`config.mk`:
```
export PLATFORM = sky130hd
export DESIGN_NAME = ser_tx
export DESIGN_NICKNAME = d
export VERILOG_FILES = /design/src/rtl/ser_tx.sv
export SDC_FILE = /design/constraint.sdc
export NUM_CORES = 1
export LEC_CHECK = 0
export CAP_MARGIN = 20
export CORE_MARGIN = 4
export CORE_UTILIZATION = 40
export DETAILED_ROUTE_END_ITERATION = 6
export GPL_TIMING_DRIVEN = 0
export PLACE_DENSITY_LB_ADDON = 0.2
export SYNTH_ARGS = -nofsm -noshare
export SYNTH_HDL_FRONTEND = slang
export SYNTH_SLANG_ARGS = --single-unit
```
`constraint.sdc`:
```
create_clock -name ck -period 3.3 [get_ports ck]
set_clock_uncertainty 0.2 [all_clocks]
set_input_delay 0.825 -clock ck [delete_from_list [all_inputs] [get_ports ck]]
set_output_delay 0.825 -clock ck [all_outputs]
set_load 0.1 [all_outputs]
```
`src/rtl/ser_tx.sv`:
```
// Serial frame transmitter: start bit, WIDTH data bits LSB first, optional even parity, stop bit.
// Define SER_TX_PARITY_EN to insert the parity bit between the last data bit and the stop bit.
module ser_tx #(
    parameter int WIDTH        = 8,
    parameter int CLKS_PER_BIT = 4
) (
    input  logic             ck,
    input  logic             rst_n,
    input  logic [WIDTH-1:0] data_in,
    input  logic             valid,
    output logic             ready,
    output logic             tx,
    output logic             busy
);

    localparam int CW = (CLKS_PER_BIT > 1) ? $clog2(CLKS_PER_BIT) : 1;
    localparam int IW = (WIDTH > 1) ? $clog2(WIDTH) : 1;
    localparam logic [CW-1:0] CNT_LAST = CW'(CLKS_PER_BIT - 1);
    localparam logic [IW-1:0] IDX_LAST = IW'(WIDTH - 1);

`ifdef SER_TX_PARITY_EN
    typedef enum logic [2:0] {IDLE, START, DATA, PARITY, STOP} state_t;
`else
    typedef enum logic [2:0] {IDLE, START, DATA, STOP} state_t;
`endif

    state_t           state;
    logic [WIDTH-1:0] shreg;
    logic [CW-1:0]    cnt;
    logic [IW-1:0]    bit_idx;
    logic             bit_end;
    logic [WIDTH-1:0] sh_next;
`ifdef SER_TX_PARITY_EN
    logic             par;
`endif

    assign bit_end = (cnt == CNT_LAST);
    // tx is loaded with the next bit one edge early so the line is a pure register output
    assign sh_next = shreg >> 1;

    always_ff @(posedge ck) begin
        if (!rst_n) begin
            state   <= IDLE;
            tx      <= 1'b1;
            ready   <= 1'b1;
            busy    <= 1'b0;
            cnt     <= '0;
            bit_idx <= '0;
            shreg   <= '0;
`ifdef SER_TX_PARITY_EN
            par     <= 1'b0;
`endif
        end else begin
            case (state)
                IDLE: begin
                    if (valid) begin
                        shreg   <= data_in;
`ifdef SER_TX_PARITY_EN
                        par     <= ^data_in;
`endif
                        state   <= START;
                        tx      <= 1'b0;
                        ready   <= 1'b0;
                        busy    <= 1'b1;
                        cnt     <= '0;
                        bit_idx <= '0;
                    end
                end
                START: begin
                    if (bit_end) begin
                        cnt   <= '0;
                        state <= DATA;
                        tx    <= shreg[0];
                    end else begin
                        cnt <= cnt + CW'(1);
                    end
                end
                DATA: begin
                    if (bit_end) begin
                        cnt <= '0;
                        if (bit_idx == IDX_LAST) begin
                            bit_idx <= '0;
`ifdef SER_TX_PARITY_EN
                            state   <= PARITY;
                            tx      <= par;
`else
                            state   <= STOP;
                            tx      <= 1'b1;
`endif
                        end else begin
                            shreg   <= sh_next;
                            tx      <= sh_next[0];
                            bit_idx <= bit_idx + IW'(1);
                        end
                    end else begin
                        cnt <= cnt + CW'(1);
                    end
                end
`ifdef SER_TX_PARITY_EN
                PARITY: begin
                    if (bit_end) begin
                        cnt   <= '0;
                        state <= STOP;
                        tx    <= 1'b1;
                    end else begin
                        cnt <= cnt + CW'(1);
                    end
                end
`endif
                STOP: begin
                    if (bit_end) begin
                        cnt   <= '0;
                        state <= IDLE;
                        ready <= 1'b1;
                        busy  <= 1'b0;
                    end else begin
                        cnt <= cnt + CW'(1);
                    end
                end
                default: begin
                    state <= IDLE;
                    tx    <= 1'b1;
                    ready <= 1'b1;
                    busy  <= 1'b0;
                    cnt   <= '0;
                end
            endcase
        end
    end

endmodule

```
# --- Yosys cells after proc, flatten, opt, wreduce, memory -nomap -nowiden ---
# Index checks and enable logic that the tools add are counted.
word_totals:
  out_inout_bits: 3
  word_cells: 58
  reg_bits: 19
classes:
  n_bitwise: 2
  add_sub_neg: 2
  reduce_logical: 9
  n_eq_ne: 11
  mux: 27
ops:
  columns: ["op", "count"]
  rows:
  - ["two-way mux 3 bit", 8]
  - ["two-way mux 8 bit", 3]
  - ["one-hot mux 8 bit (2 select lines)", 1]
  - ["!= test 2 bit, second input constant", 6]
  - ["one-hot mux 3 bit (4 select lines)", 1]
  - ["AND reduction 4 bit", 2]
  - ["two-way mux 1 bit", 7]
  - ["equality test 3 x 2 -> 1 bit, second input constant", 2]
  - ["one-hot mux 1 bit (3 select lines)", 2]
  - ["one-hot mux 3 bit (2 select lines)", 1]
  - ["AND reduction 3 bit", 2]
  - ["AND reduction 5 bit", 1]
  - ["two-way mux 2 bit", 2]
  - ["one-hot mux 1 bit (4 select lines)", 1]
  - ["one-hot mux 2 bit (2 select lines)", 1]
  - ["adder 3 x 1 -> 3 bit, second input constant", 1]
  - ["equality test 3 x 1 -> 1 bit, second input constant", 1]
  - ["equality test 3 bit, second input constant", 1]
  - ["logical NOT 3 bit", 1]
  - ["OR reduction 3 bit", 1]
  - ["adder 2 x 1 -> 2 bit, second input constant", 1]
  - ["equality test 2 bit, second input constant", 1]
  - ["inverter 1 bit", 2]
  - ["nonzero test 2 bit", 1]
  - ["OR reduction 2 bit", 1]

# --- Logic depth before layout (Yosys ltp) ---
depth:
  ltp_word: 4
  depth_mapped: 8

# --- Least setup slack after synthesis ---
# OpenSTA, ideal clock, no wires.
synth_path:
  path_kind: "register to output"
  start: "reg ready"
  end: "out ready"
  stages_incl_launch_ff: 1
  slack_ns: 1.350
  arrival_ns: 0.925
  cell_sequence: "dfxtp_1"
synth_lines:
  columns: ["element", "line_no", "rtl"]
  rows:
  - ["start: declaration", "11", "output logic ready,"]
  - ["start signal: assignment", "45", "ready <= 1'b1;"]
  - ["start signal: assignment", "63", "ready <= 1'b0;"]
  - ["start signal: assignment", "114", "ready <= 1'b1;"]
# No word-level cell between the ends.

# --- Worst setup path in the final report ---
layout_path:
  start: "reg busy"
  end: "out busy"
layout_lines:
  columns: ["element", "line_no", "rtl"]
  rows:
  - ["start: declaration", "13", "output logic busy"]
  - ["start signal: assignment", "46", "busy <= 1'b0;"]
  - ["start signal: assignment", "64", "busy <= 1'b1;"]
  - ["start signal: assignment", "115", "busy <= 1'b0;"]
# No word-level cell between the ends.

==> impl_metrics.tcl <==
set metrics [dict create \
    status "complete, no violations" \
    end_kind "output port" \
    cts_sinks 18 \
    synthesis.instances 104 \
    p_per_area_nw_per_um2 855 \
    ir_worst_vdd_mv 0.619 \
    syn_area_um2 996 \
    critPathMaxFanout 2 \
    ys_dominant_reg_cell "dfxtp_1" \
    drc_errors 0 \
    fin_cells 149 \
    ys_ff_latch 18 \
    path_buf_inv 1 \
    drtIter0Drc 2 \
    slowest_delay_ns 1.13 \
    syn_area_per_cell_um2 9.58 \
    clkTransAtPathRegs_ns 0.11 \
    hold_path_class "register to register" \
    drt-total-wl_um 1860 \
    synthTopCellsByCount "18 x dfxtp_1, 14 x nand2_1, 9 x ha_1" \
    yosys_warnings 0 \
    start_kind "register" \
    num_io_pins 14 \
    gp_congestion 0.768 \
    post-synth-top-count-cell "dfxtp_1" \
    netlist.area_leader.share_pct 36.2 \
    grt_antenna_before_repair 0 \
    rsz0062_at_grt "false" \
    placedCellCount 145 \
    hold_buffers 0 \
    hold_viol 0 \
    tns_ns 0 \
    clock.fmax_mhz 357 \
    rows 17 \
    core_um2 2300 \
    post-route-period-util_pct 84.9 \
    ant_nets 0 \
    synth_cell_types 29 \
    slew_violations 0 \
    cts_setup_buffers 0 \
    worst_slew_pin_slew_ns 0.970 \
    slew_headroom_pct 35.1 \
    synthToLayoutAreaGrowth_pct 20.2 \
    cts-root-buf "clkbuf_4" \
    grt_pass1_vias 719 \
    drv_cap 0 \
    die_w_um 57.9 \
    arrival_ns 1.78 \
    crit_required_ns 2.27 \
    ys_seq_area_share_pct 36.2 \
    wl_per_cell_um 12.5 \
    initial_core_util_pct 43.4 \
    yosys.area.top_type "dfxtp_1" \
    synth.area.top_cells "dfxtp_1 36%, ha_1 11%, mux2i_1 8.0%, o211a_1 7.0%, nand2_1 5.3%" \
    drive_gt1_share_pct 8.26 \
    die_y_um 57.9 \
    critPathTopFamily "buffers and inverters" \
    vias_per_cell 5.13 \
    slowest_stage "clkdlybuf4s50_1" \
    ctsResizeCount 0 \
    finalSetupViolations 0 \
    final_util_pct 52.1 \
    finalPower_uw 1020 \
    grt_overflow_total 0 \
    drt_first_pass_iters 4 \
    fp.dieArea_um2 3350 \
    cts-buffers-inserted 3 \
    grt_usage_pct 12.8 \
    grt_max_degree 11 \
    path_class "register to output port" \
    synthArstFlopShare_pct 0 \
    port_buffers 13 \
    synth-edff-count 0 \
    fin_nets 142 \
    fin_hold_ws_ns 0.263 \
    post-dp-hpwl_um 1360 \
    synth_nets 124 \
    num_vias 765 \
    antenna_cells 0 \
    power_leakage_uw 0.000535 \
    grt_pass1_wl_um 3320 \
    crit_chain "clkdlybuf4s50_1" \
    htree_levels 1 \
    cts_tree "yes" \
    period_needed_ns 2.80 \
    clockBufferDepth 2 \
    clk_latency_ns 0.31 \
]
-- metrics by stage --
step | setup WS (ns) | area [µm²]
detailed placement | 0.833 | 1160
global placement | 0.829 | 1160
floorplan | 1.35 | 996
CTS | 0.477 | 1200
global route | 0.447 | 1200
finish | 0.497 | 1200
-- metal layers --
metal	GRT usage [%]	wire length, µm	up-vias
met1	18.6	968	346
li1	-	-	405
met4	7.95	40	0
met3	2.23	55	4
met2	17.3	792	10
met5	0	0	-
-- cells in the final DEF, fill, tap and decap left out --
| cell | netlist | final |
|---|---|---|
| buf_2 | 1 | 1 |
| nor2_1 | 2 | 2 |
| mux2i_1 | 8 | 8 |
| nand4b_1 | 1 | 1 |
| nand2b_1 | 6 | 6 |
| ha_1 | 9 | 9 |
| or3_1 | 1 | 1 |
| and2_1 | 1 | 1 |
| nor3_1 | 1 | 1 |
| o31a_1 | 1 | 1 |
| o21ai_2 | 1 | 1 |
| buf_6 | 2 | 2 |
| nor2b_1 | 3 | 3 |
| o211a_1 | 7 | 7 |
| o21ai_0 | 6 | 6 |
| dfxtp_1 | 18 | 18 |
| mux2_4 | 1 | 1 |
| o311ai_1 | 1 | 1 |
| nand2_1 | 14 | 14 |
| nand3_1 | 2 | 2 |
| o22ai_1 | 1 | 1 |
| o2111ai_1 | 1 | 1 |
| a21boi_4 | 1 | 1 |
| clkdlybuf4s50_1 | 0 | 13 |
| nand4_1 | 3 | 3 |
| a21boi_1 | 4 | 4 |
| and3b_1 | 1 | 1 |
| clkbuf_8 | 0 | 1 |
| inv_1 | 4 | 4 |
| clkbuf_4 | 0 | 3 |
| clkbuf_1 | 2 | 2 |
| o21a_1 | 1 | 1 |
-- area by class of cell --
class,instances,area [µm²]
clock buffer,4,36.3
sequential,18,360
buffer,5,35.0
tap,28,35.0
fill,233,1100
timing repair buffer,13,130
multi-input combinational,77,586
inverter,4,15.0
-- final timing paths --
| kind | startpoint | slack (ns) | cells past startpoint | end |
|---|---|---|---|---|
| max | busy$_SDFFE_PN0P_ | 0.50 | 1 | busy |
| min | bit_idx[2]$_SDFFE_PN0P_ | 0.26 | 2 | bit_idx[2]$_SDFFE_PN0P_ |
| min reg2reg | bit_idx[2]$_SDFFE_PN0P_ | 0.26 | 2 | bit_idx[2]$_SDFFE_PN0P_ |
| max reg2reg | state[0]$_SDFFE_PN0P_ | 1.33 | 7 | shreg[6]$_SDFFE_PN0P_ |
-- logic make-up after synthesis --
family	count (synthesis)	synth area share [%]
and+or+nand+nor	35	18.1
AOI/OAI and AO/OA	24	19.9
DFF	18	36.2
buffers and inverters	9	5.02
muxes	9	9.55
adders and majority gates	9	11.3
-- state kept, by name (all words and copies together) (netlist names) --
name / count
cnt: 2
bit_idx: 3
shreg: 8
busy: 1
tx: 1
state: 2
ready: 1
-- report_power, final --
part           internal, µW  leakage [µW]  total (µW)  switching [µW]
registers               291      0.000148         339            47.5
logic                   226      0.000366         542             317
clock network          67.4     0.0000210         143            75.4
No activity file was read; power rests on OpenSTA's default activity.
